--- src/rtl/mem_store_buffer.sv ---
// rtl/mem_store_buffer.sv - MEM-stage store buffer: lane/enable generation, FIFO drain to data memory, load-after-store hazard
module mem_store_buffer #(
  parameter int DEPTH = 2,
  parameter int AW    = 32,
  parameter int DW    = 32
) (
  input  logic                     clk,
  input  logic                     reset,
  input  logic                     in_valid,
  input  logic [1:0]               in_op,
  input  logic [AW-1:0]            in_addr,
  input  logic [DW-1:0]            in_data,
  input  logic                     flush,
  output logic                     in_ready,
  output logic                     misalign,
  input  logic                     ld_check,
  input  logic [AW-1:0]            ld_addr,
  output logic                     ld_hazard,
  output logic                     mem_req,
  output logic [AW-1:0]            mem_addr,
  output logic [DW-1:0]            mem_wdata,
  output logic [3:0]               mem_wea,
  input  logic                     mem_ack,
  output logic [$clog2(DEPTH):0]   count
);

  localparam int PW = $clog2(DEPTH);
  localparam int CW = PW + 1;
  localparam logic [CW-1:0] FULL = CW'(DEPTH);

  logic [AW-3:0]   addr_q [DEPTH];
  logic [DW-1:0]   data_q [DEPTH];
  logic [3:0]      wea_q  [DEPTH];
  logic [DEPTH-1:0] valid_q, valid_d;
  logic [PW-1:0]   wr_ptr_q, wr_ptr_d, rd_ptr_q, rd_ptr_d;
  logic [CW-1:0]   count_q, count_d;

  logic [3:0]      lane_wea;
  logic [DW-1:0]   lane_wdata;
  logic            lane_mis;
  logic            push, pop, hit;
  logic [1:0]      unused_ld_offset;

  assign unused_ld_offset = ld_addr[1:0];

  // Data is replicated across lanes so the enables alone select the written bytes.
  always_comb begin
    lane_wea   = 4'b0000;
    lane_wdata = '0;
    lane_mis   = 1'b0;
    case (in_op)
      2'b01: begin
        lane_wea   = 4'b0001 << in_addr[1:0];
        lane_wdata = {4{in_data[7:0]}};
      end
      2'b10: begin
        lane_wea   = in_addr[1] ? 4'b1100 : 4'b0011;
        lane_wdata = {2{in_data[15:0]}};
        lane_mis   = in_addr[0];
      end
      2'b11: begin
        lane_wea   = 4'b1111;
        lane_wdata = in_data;
        lane_mis   = (in_addr[1:0] != 2'b00);
      end
      default: ;
    endcase
  end

  assign in_ready = (count_q < FULL);
  assign misalign = in_valid & ~flush & (in_op != 2'b00) & lane_mis;
  assign push     = in_valid & (in_op != 2'b00) & ~flush & ~lane_mis & in_ready;
  assign mem_req  = valid_q[rd_ptr_q];
  assign pop      = mem_req & mem_ack;

  always_comb begin
    valid_d  = valid_q;
    wr_ptr_d = wr_ptr_q;
    rd_ptr_d = rd_ptr_q;
    count_d  = count_q + CW'(push) - CW'(pop);
    if (pop) begin
      valid_d[rd_ptr_q] = 1'b0;
      rd_ptr_d          = rd_ptr_q + PW'(1);
    end
    if (push) begin
      valid_d[wr_ptr_q] = 1'b1;
      wr_ptr_d          = wr_ptr_q + PW'(1);
    end
  end

  always_ff @(posedge clk) begin
    if (reset) begin
      valid_q  <= '0;
      wr_ptr_q <= '0;
      rd_ptr_q <= '0;
      count_q  <= '0;
    end else begin
      valid_q  <= valid_d;
      wr_ptr_q <= wr_ptr_d;
      rd_ptr_q <= rd_ptr_d;
      count_q  <= count_d;
    end
  end

  always_ff @(posedge clk) begin
    if (push) begin
      addr_q[wr_ptr_q] <= in_addr[AW-1:2];
      data_q[wr_ptr_q] <= lane_wdata;
      wea_q[wr_ptr_q]  <= lane_wea;
    end
  end

  // The head stays visible to the hazard check during its own ack cycle.
  always_comb begin
    hit = 1'b0;
    for (int i = 0; i < DEPTH; i++) begin
      if (valid_q[i] && (addr_q[i] == ld_addr[AW-1:2])) hit = 1'b1;
    end
  end

  assign ld_hazard = ld_check & hit;
  assign mem_addr  = mem_req ? {addr_q[rd_ptr_q], 2'b00} : '0;
  assign mem_wdata = mem_req ? data_q[rd_ptr_q] : '0;
  assign mem_wea   = mem_req ? wea_q[rd_ptr_q] : 4'b0000;
  assign count     = count_q;

endmodule

--- config.mk ---
export PLATFORM = sky130hd
export DESIGN_NAME = mem_store_buffer
export DESIGN_NICKNAME = d
export VERILOG_FILES = /design/src/rtl/mem_store_buffer.sv
export SDC_FILE = /design/constraint.sdc
export NUM_CORES = 1
export LEC_CHECK = 0
export ABC_AREA = 1
export ABC_CLOCK_PERIOD_IN_PS = 2050
export CORE_UTILIZATION = 45
export DETAILED_ROUTE_END_ITERATION = 12
export PLACE_DENSITY = 0.86
export SLEW_MARGIN = 20
export SYNTH_ARGS = -nofsm -noshare
export SYNTH_HDL_FRONTEND = slang
export SYNTH_SLANG_ARGS = --single-unit
--- constraint.sdc ---
create_clock -name clk -period 2.05 [get_ports clk]
set_input_delay 0.205 -clock clk [delete_from_list [all_inputs] [get_ports clk]]
set_output_delay 0.205 -clock clk [all_outputs]
set_load 0.03 [all_outputs]
# Word level (Yosys, flattened, before mapping)
# Memory sizes are Yosys's and may differ from the RTL's. A register that Yosys moved wholly into a read port is not among the register bits.
# Cells that the tools add are included.
totals:
  ff_bits: 6
  ramBits: 132
  input_bits: 104
  output_inout_bits: 74
  wordCells: 67
  n_memories: 3
classes:
  n_addsub: 4
  order_cmp: 5
  n_eq_ne: 5
  shifts: 1
  muxes: 25
  bitwise: 14
  n_reduce_logical: 6
mem_list:
  columns: ["memory", "words", "word_bits", "read_ports", "rd_clocked_by_memory_dff", "wr", "line", "source"]
  rows:
  - ["data_q", 2, 32, 1, 1, 1, "32", "logic [DW-1:0] data_q [DEPTH];"]
  - ["addr_q", 2, 30, 3, 1, 1, "31", "logic [AW-3:0] addr_q [DEPTH];"]
  - ["wea_q", 2, 4, 1, 1, 1, "33", "logic [3:0] wea_q [DEPTH];"]
ops:
  columns: ["cell", "n"]
  rows:
  - ["$pmux 32 s3", 1]
  - ["$mux 32", 2]
  - ["$eq 30x30->1", 2]
  - ["$mux 1", 14]
  - ["$pmux 4 s3", 1]
  - ["$and 1x1->1", 9]
  - ["$mux 4", 2]
  - ["$eq 2x2->1 const B", 2]
  - ["$logic_and 1x1->1", 4]
  - ["$lt 1x2->1 const B", 2]
  - ["$mux 2", 2]
  - ["$reduce_bool 2->1", 2]
  - ["$shl 1x2->4 const A", 1]
  - ["$add 1x1->1 const B", 2]
  - ["$add 2x1->2", 1]
  - ["$and 2x2->2", 1]
  - ["$demux 1 s1", 2]
  - ["$eq 2x1->1 const B", 1]
  - ["$ge 1x1->1 const B", 2]
  - ["$lt 2x2->1 const B", 1]
  - ["$not 1->1", 2]
  - ["$not 2->2", 1]
  - ["$or 2x2->2", 1]
  - ["$pmux 1 s2", 1]
  - ["$sub 2x1->2", 1]

# Logic depth before layout (Yosys ltp)
# Gate-level depths: netlist of the first run.
logic_depth:
  depth_word: 9
  mapped_depth: 10
  mapped_depth_nobuf: 10

# Least setup slack after synthesis of the first run
# OpenSTA, ideal clock, no wires.
synth_path:
  path_kind: "flip-flop to flip-flop"
  start: "register count_q[1], in the netlist count[1]"
  end: "memory addr_q[0][0] (netlist bit), enable pin"
  setup_ns: 0.403
  t_arrival_ns: 1.890
  required_time_ns: 1.647
  slack_ns: -0.243
  stages_incl_launch_ff: 4
  path_buffers: 0
  synth_period_minus_slack_ns: 2.293
  path_cell_list: "dfxtp_1 -> inv_1 -> nand3_4 -> nor2_4"
synth_via:
  elab_chain_len: 4
synth_lines:
  columns: ["element", "line", "source"]
  rows:
  - ["from (decl)", "36", "logic [CW-1:0] count_q, count_d;"]
  - ["from (signal assigned)", "101", "count_q <= count_d;"]
  - ["$lt 2x2->1", "70", "assign in_ready = (count_q < FULL);"]
  - ["net in_ready", "14", "output logic in_ready,"]
  - ["$and 1x1->1", "72", "assign push = in_valid & (in_op != 2'b00) & ~flush & ~lane_mis & in_ready;"]
  - ["$mux 1", "106", "if (push) begin"]
  - ["$mux 1 (implied by the code)", "107", "addr_q[wr_ptr_q] <= in_addr[AW-1:2];"]
  - ["to (decl)", "31", null]
# The timed path passes the listed nets, and every way through them passes these cells.

==> results by group, run 1 <==
Status
  • Status: complete, no violations

Timing
  • Max Freq: between 400 and 500 MHz
  • Final Setup Violations: 0
  • Clk_skew: 0.00800 ns
  • Unrepaired setup endpoints after global routing: true
  • Final critical-path setup slack: around 0.018 ns
  • Pins Over Slew Limit: 0
  • Final Hold Fails: 0
  • Period utilization: around 100%
  • Post-layout min period: 2.03 ns
  • WHS: 0.367 ns

Yosys
  • Synth Instances: about 800
  • Warnings, synthesis: 0
  • #FFs+latches synth: 139
  • Mapped cell area: 7250 um2
  • Distinct cells, synth: 27
  • Sequential share of the synthesized area: 56.6%
  • Syn Area/Cell: 9.07 um2

Global routing
  • Total GRT Usage: 23.2%
  • Global-route wire length before repair: 28300 um
  • Initial antenna violation count: 0
  • Largest net degree at the start of global routing: 43
  • Vias in the first global route: 5755
  • Remaining global-route overflow: 0

Critical path
  • Critical path class: register to primary output
  • Maximum fanout along the worst path: 2
  • R2R cell count: 10
  • Crit start category: register
  • Nature of the critical path endpoint: primary output
  • CP arrival: 1.83 ns
  • Crit path required time: 1.85 ns

Clocking
  • Reg clk slew, reported paths: 0.06 ns
  • Longest Clk Path Bufs: 2
  • TritonCTS buffer count: 17
  • CTS tree: done
  • Clk_lat worst skew: 0.41 ns
  • Clk sinks: 139
  • Number of H-tree levels: 4
  • CTS root buffer: clkbuf_16

Route
  • Antenna viol nets, final: 0
  • Drt total wl: ~19000 um
  • Vias per cell: a little under 5
  • Routed vias: roughly 6000
  • DR WL/cell: 15.5 um
  • TritonRoute pass-1 iters: 5
  • DRC Markers: 0
  • Detailed Route Iter0 Violations: 400

Pwr
  • Final Power: 7.35 mW
  • P per Cell Area: ~740 nW/um2
  • Leakage: 4.69 nW
  • Max rail drop VDD: 0.494 mV

Floorplan
  • Row cnt: 46
  • Die width: 129 um
  • I/O pin count: 178
  • Die area: 16600 um2
  • Initial core utilization: 45.8%
  • Die Ht: around 130 um
  • Core Region: approximately 16000 um2

Flow run
  • Max capacitance violation total: 0

Place
  • DPL Wire Length: ~14000 um
  • Placed Area: slightly above 9000 um2
  • Place WS: -0.104 ns
  • Port Buffers: 173
  • GPL Wtd Cong: 0.886

Final layout
  • Commonest non-fill, non-tap cell in the layout: nand2_1
  • N_diodes: 0
  • Final Net Count: 1102
  • Post-route cell area: 9990 um2
  • Commonest cells after routing, fill and taps aside: 284 x nand2_1, 183 x inv_1, 132 x edfxtp_1
  • Share of layout cells above drive strength 1: 18.3%
  • Synth-to-Final Area Change: 37.9%

Worst hold path
  • Hold crit path type: primary input to register
  • Hold Crit Depth: 1
worst max-delay path, stage by stage (launching register included):
cell and delay (ns):
edfxtp_1 0.42, xnor2_2 0.19, nand2_1 0.07, nor2_1 0.17, nand2_1 0.09, nor2_1 0.10, nand2_1 0.08, a21oi_2 0.14
buf_6 0.15
worst paths after layout:
check / startpoint / to / slack, ns
worst min register to register: valid_q[0] / valid_q[0] / 0.49
worst max-delay path: addr_q[1][26] / ld_hazard / 0.02
worst max register to register: valid_q[0] / count[1] / 0.29
worst min-delay path: in_addr[29] / addr_q[1][27] / 0.37
stage by stage:
| stage | std cells | util, % | setup TNS, ns |
|---|---|---|---|
| detailed placement | 1186 | 58.6 | -0.104 |
| finish | 1224 | 63.1 | 0 |
| floorplan | 800 | - | 0 |
| CTS | 1218 | 62.4 | 0 |
| global placement | 1186 | 58.6 | -0.0301 |
| global route | 1224 | 63.1 | -0.109 |
metal layers:
layer / track usage [%] / vias to the layer above / routed length (um)
met5: 0 / - / 0
met4: 11.3 / 0 / 602
met3: 6.07 / 45 / 1600
met2: 41.0 / 302 / 9710
met1: 25.9 / 2718 / 7060
li1: - / 2873 / -
cell type report:
class	count	area (um2)
Sequential cell	139	4120
Timing Repair Buffer	199	1990
Tap cell	216	270
Clock inverter	10	149
Fill cell	1220	5840
Multi-Input combinational cell	452	2310
Inverter	187	712
Clock buffer	21	440
cells by family after synthesis:
family | count (synthesis) | share of synthesized area [%]
compound gates | 63 | 4.75
xor+xnor | 18 | 2.18
fa+ha+maj | 2 | 0.345
buf+inv | 209 | 12.0
flops | 139 | 56.6
mux | 41 | 6.37
other cells | 1 | 0.0518
simple gates | 326 | 17.7
state kept, by name, summed over array words and instances (netlist names), named ones only:
| register | count |
|---|---|
| rd_ptr_q | 1 |
| wea_q | 8 |
| wr_ptr_q | 1 |
| count | 2 |
| data_q | 64 |
| valid_q | 2 |
| addr_q | 60 |
cell usage after synthesis:
master	number	share of area (%)
dfxtp_1	7	1.9
xor2_1	3	0.36
mux2_2	41	6.4
nor3b_1	1	0.10
edfxtp_1	132	55
nand3_1	3	0.21
buf_6	8	1.2
conb_1	1	0.052
nor2_2	2	0.17
xnor2_1	15	1.8
buf_4	3	0.31
nand4_1	4	0.35
nor2_4	3	0.47
o21ai_0	45	3.1
nor2_1	26	1.3
ha_1	2	0.35
nand2_1	286	15
inv_2	2	0.10
o31ai_1	2	0.21
nand3_4	1	0.24
inv_1	185	9.6
clkbuf_1	2	0.10
a21oi_2	1	0.12
a21boi_0	1	0.10
buf_2	9	0.62
o211ai_1	7	0.73
a21oi_1	7	0.48
where the power goes:
part	internal (mW)	total [mW]	switching (mW)
Sequential	3.20	3.24	0.0313
Clock	2.01	3.10	1.09
Combinational	0.462	1.01	0.551
Total	5.68	7.35	1.67
repair_timing:
action | 4_1_cts | 5_1_grt
hold buffers | 0 | 0
endpoints found under the setup margin | 14 | 28
resized for setup | 5 | 16
gates cloned | 0 | 2
endpoints found under the hold margin | 0 | 0
pin swaps | 1 | 2
buffers inserted | 1 | 4
(Power assumes the default switching activity.)
==> inputs of run 2 (changes only) <==
- ABC_CLOCK_PERIOD_IN_PS: 2050 -> 1800
- clock period: 2.05 -> 1.8 ns (I/O delays scaled with it)
==> run 2 against run 1 <==
Against the previous run:
- the run now ends with negative setup slack left
- first-iteration DRC count is 19% higher
- worst setup slack got worse by 0.21 ns
- total power increased by 23%
- sequential cell count did not move
- clock-buffer cell count is 4 lower
- register-to-register slack got worse by 0.21 ns
- combinational power is 56% higher
- routed wire length up 19%
- clock skew up 0.0011 ns
- critical path type unchanged
- largest cell class unchanged
- highest routed layer is now met5
==> results by group, run 2 (synthesized netlist as in run 1, its figures left out) <==
Status
  • Status: complete, but fails checks (was complete, no violations)
  • Failing checks: negative setup slack

Pwr
  • Reg power frac: 40.8% (was 44.1%)
  • Leakage: 5.50 nW (was 4.69 nW)
  • P per Cell Area: 787 nW/um2 (was 735 nW/um2)
  • Max rail drop VDD: 0.680 mV (was 0.494 mV)
  • Net Sw Frac: 25.4% (was 22.7%)
  • Switching power total: 2.30 mW (was 1.67 mW)
  • Combinational share of power: 17.5% (was 13.8%)
  • Clock power share: 41.8% (was 42.2%)
  • Final Power: 9.04 mW (was 7.35 mW)
  • Int Power: 6.74 mW (was 5.68 mW)

Critical path
  • Most used cell, CP: nand2_1 (unchanged)
  • CP Cell Sequence: xnor2_1 > nand2_1 > nor2_2 > nand2_1 > nor2_1 > nand2_1 > a21oi_2 > buf_6 (was xnor2_2 > nand2_1 > nor2_1 > nand2_1 > nor2_1 > nand2_1 > a21oi_2 > buf_6)
  • CP peak stage delay: 0.43 ns (was 0.42 ns)
  • Maximum fanout along the worst path: 2 (unchanged)
  • Crit start category: register (unchanged)
  • Nature of the critical path endpoint: primary output (unchanged)
  • Crit path required time: 1.62 ns (was 1.85 ns)
  • Critical path class: register to primary output (unchanged)
  • Slowest CP cell: edfxtp_1 (unchanged)
  • CP arrival: 1.81 ns (was 1.83 ns)
  • FF-to-FF setup slack: 0.08 ns (was 0.29 ns)

Timing
  • Worst Max-Slew Pin Slew: 0.493 ns
  • Post-layout min period: 1.99 ns
  • Final critical-path setup slack: -0.191 ns (was 0.0181 ns)
  • Pins Over Slew Limit: 0 (unchanged)
  • Relative slew slack: between 60 and 70%
  • Final Setup Violations: 67 (was 0)
  • Final Hold Fails: 0 (unchanged)
  • Max Freq: 502 MHz
  • Period utilization: 111%
  • Unrepaired setup endpoints after global routing: true (unchanged)
  • Clk_skew: 0.00913 ns (was 0.00800 ns)

Floorplan
  • Die width: 129 um (unchanged)
  • I/O pin count: 178 (unchanged)
  • Core Region: 15800 um2 (unchanged)
  • Die Ht: 129 um (unchanged)
  • Initial core utilization: 45.8% (unchanged)
  • Row cnt: 46 (unchanged)
  • Die area: 16600 um2 (unchanged)

Clocking
  • Reg clk slew, reported paths: 0.06 ns (about the same)
  • Clk_lat worst skew: 0.41 ns (about the same)
  • Number of H-tree levels: 4 (unchanged)
  • CTS Hold Bufs: 0 (unchanged)
  • Longest Clk Path Bufs: 2 (unchanged)
  • CTS root buffer: clkbuf_16 (unchanged)
  • CTS tree: done (unchanged)
  • TritonCTS buffer count: 17 (unchanged)
  • Clk sinks: 139 (unchanged)

Final layout
  • Commonest non-fill, non-tap cell in the layout: nand2_1 (unchanged)
  • Synth-to-Final Area Change: 58.6% (was 37.9%)
  • Area of the multi-input gates: 2940 um2 (was 2310 um2)
  • Storage element area: 4120 um2 (unchanged)
  • Share of layout cells above drive strength 1: 35.8% (was 18.3%)
  • Filler instances: 1011 (was 1220)
  • Commonest cells after routing, fill and taps aside: 220 x nand2_1, 132 x edfxtp_1, 117 x inv_1 (was 284 x nand2_1, 183 x inv_1, 132 x edfxtp_1)
  • Top reg by flops: data_q (unchanged)
  • Final Net Count: 1133 (was 1102)
  • Largest registers: data_q (64), addr_q (60), wea_q (8) (unchanged)
  • N_diodes: 0 (unchanged)
  • Largest register FFs: 64 (unchanged)

Route
  • Detailed Route Iter0 Violations: 476 (was 400)
  • Antenna viol nets, final: 0 (unchanged)
  • Met2 WL: 12000 um (was 9710 um)
  • Drt total wl: 22600 um (was 19000 um)
  • DR WL/cell: 18.0 um (was 15.5 um)
  • DRT met1 WL: 8020 um (was 7060 um)
  • Routed vias: 6490 (was 5938)
  • DR WL met3: 1820 um (was 1600 um)
  • Vias per cell: 5.17 (was 4.85)
  • TritonRoute pass-1 iters: 6 (was 5)
  • DRC Markers: 0 (unchanged)
  • Uppermost layer routed: met5 (was met4)

Place
  • DPL Wire Length: 13400 um (was 13700 um)
  • GPL Wtd Cong: 0.873 (was 0.886)
  • Port Buffers: 173 (unchanged)
  • Place WS: -0.291 ns (was -0.104 ns)

Global routing
  • Global-route wire length before repair: 31400 um (was 28300 um)
  • Initial antenna violation count: 1 (was 0)
  • Remaining global-route overflow: 0 (unchanged)
  • Vias in the first global route: 6248 (was 5755)
  • Largest net degree at the start of global routing: 37 (was 43)
  • Total GRT Usage: 25.8% (was 23.2%)

Flow run
  • Max capacitance violation total: 0 (unchanged)

Worst hold path
  • Hold crit path type: primary input to register (unchanged)
[run 2: changes by cell type in the layout (fill, tap and decap cells not counted), sizes merged]
cell,delta
bufinv,+1
clkinv,-1
inv,+5
buf,+26
bufbuf,+1
[run 2: stage by stage]
step                util, %  area, um2  cells  hold WS (ns)  setup TNS, ns
global route           72.6      11500   1256         0.340          -9.45
floorplan                 -       7260    800         0.246         -30.03
global placement       59.0       9340   1190         0.458         -12.76
CTS                    69.4      11000   1245         0.331          -4.81
detailed placement     59.0       9340   1190         0.457         -21.28
finish                 72.6      11500   1256         0.351          -5.46
[run 2: timing repair]
action                     in CTS  in global routing
buffers inserted               16                  5
resized for setup             250                104
setup endpoints to repair      67                 69
hold endpoints to repair        0                  0
cloned                          8                  6
pin swaps                      23                 28
[run 2: routing by layer]
layer,up-vias,track usage [%]
met5,-,0
met4,2,12.5
met3,58,4.37
met2,401,47.1
met1,3076,29.1
li1,2953,-
[run 2: power by group through the flow]
| stage | Combinational (mW) | Clock [mW] | Sequential [mW] |
|---|---|---|---|
| floorplan | 0.568 | 0 | 3.75 |
| global placement | 1.10 | 0 | 3.75 |
| detailed placement | 1.12 | 0 | 3.76 |
| CTS | 1.41 | 3.77 | 3.68 |
| global route | 1.66 | 3.94 | 3.69 |
| finish | 1.58 | 3.78 | 3.69 |
[run 2: critical path: cells and delay by family, from the launching register on]
kind	cells	cell delay, ns
XOR/XNOR	1	0.21
AND/OR/NAND/NOR	5	0.46
AO/OA/AOI/OAI	1	0.15
flip-flops	1	0.43
buffers and inverters	1	0.15
[run 2: final cells by class]
class,count,area share (%)
flip-flops and latches,139,35.8
repair buffers,230,24.4
multi-input cells,452,25.6
clock buffers,17,3.70
inverters,187,6.38
clock inverters,15,1.84
well taps,216,2.35
[run 2: final timing paths]
kind,startpoint,endpoint,cells after the start
worst max-delay path,addr_q[1][13],ld_hazard,8
worst min-delay path,in_addr[28],addr_q[0][26],1
worst max register to register,rd_ptr_q,count[1],10
worst min register to register,valid_q[0],valid_q[0],2
==> inputs of run 3 (changes only) <==
- ABC_CLOCK_PERIOD_IN_PS: 1800 -> 1610
- GPL_TIMING_DRIVEN: not set -> 0
- clock period: 1.8 -> 1.61 ns (I/O delays scaled with it)
==> run 3 against run 2 <==
Against the previous run:
- the run still ends with negative setup slack left
- sequential share of layout area fell by 0.057 points
- total power grew 7.5%
- clock-buffer cell count unchanged
- die area unchanged
- clock power rose by 1%
- clock skew increased by 0.0013 ns
- routed wire length rose by 2.7%
- critical path type unchanged
==> results by group, run 3 (synthesized netlist as in run 1, its figures left out) <==
Global routing
  • Global-route wire length before repair: 33700 um (was 31400 um)
  • Vias in the first global route: 6483 (was 6248)
  • Largest net degree at the start of global routing: 28 (was 37)
  • Remaining global-route overflow: 0 (unchanged)
  • Initial antenna violation count: 1 (unchanged)
  • Total GRT Usage: 27.9% (was 25.8%)

Route
  • Antenna viol nets, final: 0 (unchanged)
  • DR WL/cell: 18.2 um (was 18.0 um)
  • DRC Markers: 0 (unchanged)
  • TritonRoute pass-1 iters: 7 (was 6)
  • Vias per cell: 5.03 (was 5.17)
  • Routed vias: 6404 (was 6490)
  • Drt total wl: 23200 um (was 22600 um)
  • Detailed Route Iter0 Violations: 537 (was 476)

Timing
  • Final Setup Violations: 69 (was 67)
  • Post-layout min period: 2.16 ns
  • Final Hold Fails: 0 (unchanged)
  • Max Freq: 463 MHz
  • Clk_skew: 0.0105 ns (was 0.00913 ns)
  • Unrepaired setup endpoints after global routing: true (unchanged)
  • Final critical-path setup slack: -0.552 ns (was -0.191 ns)
  • Period utilization: 134%
  • Pins Over Slew Limit: 0 (unchanged)

Final layout
  • Final cell count without fillers: 1273 (was 1256)
  • Share of layout cells above drive strength 1: 36.9% (was 35.8%)
  • Area of the multi-input gates: 3000 um2 (was 2940 um2)
  • Top reg by flops: data_q (unchanged)
  • Commonest cells after routing, fill and taps aside: 220 x nand2_1, 132 x edfxtp_1, 116 x inv_1 (was 220 x nand2_1, 132 x edfxtp_1, 117 x inv_1)
  • Final Net Count: 1150 (was 1133)
  • N_diodes: 0 (unchanged)
  • Storage element area: 4110 um2 (was 4120 um2)
  • Synth-to-Final Area Change: 58.8% (was 58.6%)
  • Largest register FFs: 64 (unchanged)
  • Commonest non-fill, non-tap cell in the layout: nand2_1 (unchanged)
  • Filler instances: 1005 (was 1011)
  • Largest registers: data_q (64), addr_q (60), wea_q (8) (unchanged)

Place
  • GPL Wtd Cong: 0.928 (was 0.873)
  • Placed Cells: 1194 (was 1190)
  • Port Buffers: 172 (was 173)
  • Place WS: -0.804 ns (was -0.291 ns)
  • DPL Wire Length: 14300 um (was 13400 um)

Critical path
  • Nature of the critical path endpoint: primary output (unchanged)
  • Maximum fanout along the worst path: 2 (unchanged)
  • Crit path required time: 1.45 ns (was 1.62 ns)
  • CP Cell Sequence: xnor2_2 > nand2_1 > nor2_2 > nand2_1 > nor2_2 > nand2_1 > a21oi_2 > buf_6 (was xnor2_1 > nand2_1 > nor2_2 > nand2_1 > nor2_1 > nand2_1 > a21oi_2 > buf_6)
  • Most used cell, CP: nand2_1 (unchanged)
  • Critical path class: register to primary output (unchanged)
  • CP peak stage delay: 0.43 ns (about the same)
  • Slowest CP cell: edfxtp_1 (unchanged)
  • CP arrival: 2.00 ns (was 1.81 ns)
  • Crit start category: register (unchanged)

Pwr
  • Max rail drop VDD: 0.672 mV (was 0.680 mV)
  • Leakage: 5.55 nW (was 5.50 nW)
  • P per Cell Area: 845 nW/um2 (was 787 nW/um2)
  • Final Power: 9.72 mW (was 9.04 mW)

Floorplan
  • Die Ht: 129 um (unchanged)
  • Row cnt: 46 (unchanged)
  • Initial core utilization: 45.8% (unchanged)
  • Core Region: 15800 um2 (unchanged)
  • I/O pin count: 178 (unchanged)
  • Die area: 16600 um2 (unchanged)
  • Die width: 129 um (unchanged)

Clocking
  • Longest Clk Path Bufs: 2 (unchanged)
  • CTS root buffer: clkbuf_16 (unchanged)
  • TritonCTS buffer count: 17 (unchanged)
  • CTS tree: done (unchanged)
  • Number of H-tree levels: 4 (unchanged)
  • Clk sinks: 139 (unchanged)
  • Clk_lat worst skew: 0.42 ns (was 0.41 ns)
  • Reg clk slew, reported paths: 0.06 ns (about the same)

Flow run
  • Max capacitance violation total: 0 (unchanged)

Worst hold path
  • Hold crit path type: primary input to register (unchanged)

Status
  • Status: complete, but fails checks (unchanged)
  • Failing checks: negative setup slack (unchanged)
[run 3: cell count changes in the layout (fill, tap and decap cells not counted), sizes merged]
cell and delta:
clkinvlp +2, clkdlybuf4s50 -5, dlymetal6s2s +1, dlygate4sd2 +3
clkbuf -3, buf +22, bufinv -3, clkinv +4
inv -3, bufbuf -1
[run 3: final cells by class]
class                      instances  share of cell area [%]
sequential                       139                    35.7
multi-input combinational        452                    26.1
timing repair buffer             230                    22.9
inverter                         187                    6.21
clock buffer                      17                    3.70
tap                              216                    2.35
buffer                            17                    1.73
clock inverter                    15                    1.31
[run 3: timing repair]
item / in CTS / in global routing
gates resized for setup: 692 / 168
cloned: 9 / 1
setup endpoints to repair: 187 / 72
setup buffers: 42 / 6
hold buffers: 0 / 0
pin swaps: 14 / 29
hold endpoints to repair: 0 / 0
[run 3: critical path: cells and delay by family, from the launching register on]
kind	cells	cell delay, ns
compound gates	1	0.17
buf+inv	1	0.15
flops	1	0.43
simple gates	5	0.55
xor+xnor	1	0.28
[run 3: power by group]
group | switching (mW) | total [mW] | internal, mW
combinational | 0.932 | 1.78 | 0.846
sequential | 0.0442 | 4.12 | 4.08
clock | 1.54 | 3.82 | 2.27
total | 2.52 | 9.72 | 7.20
[run 3: path summary, 6_finish.rpt]
path         slack, ns          end          start  cells past startpoint
max              -0.55    ld_hazard  addr_q[1][13]                      8
min               0.16  wea_q[1][1]       in_op[1]                      3
max reg2reg      -0.09     count[1]     valid_q[0]                     11
min reg2reg       0.50   valid_q[0]     valid_q[0]                      2
[run 3: layer usage]
layer | GRT usage (%) | wire length, um | part of all wire (%) | vias to the layer above
met4 | 15.6 | 829 | 3.6 | 2
met3 | 6.15 | 1920 | 8.3 | 67
li1 | - | - | - | 2968
met1 | 30.2 | 8250 | 36 | 2979
met2 | 50.7 | 12200 | 52 | 388
met5 | 0 | 12 | 0.052 | -
[run 3: through the flow]
| step | hold slack, ns | area (um2) | utilization [%] | TNS, ns |
|---|---|---|---|---|
| after floorplan | 0.227 | 7260 | - | -55.68 |
| after global placement | 0.457 | 9250 | 58.4 | -234.61 |
| after detailed placement | 0.470 | 9400 | 59.4 | -102.84 |
| after CTS | 0.131 | 11200 | 70.7 | -18.73 |
| after global routing | 0.171 | 11500 | 72.7 | -20.70 |
| final | 0.155 | 11500 | 72.7 | -15.95 |
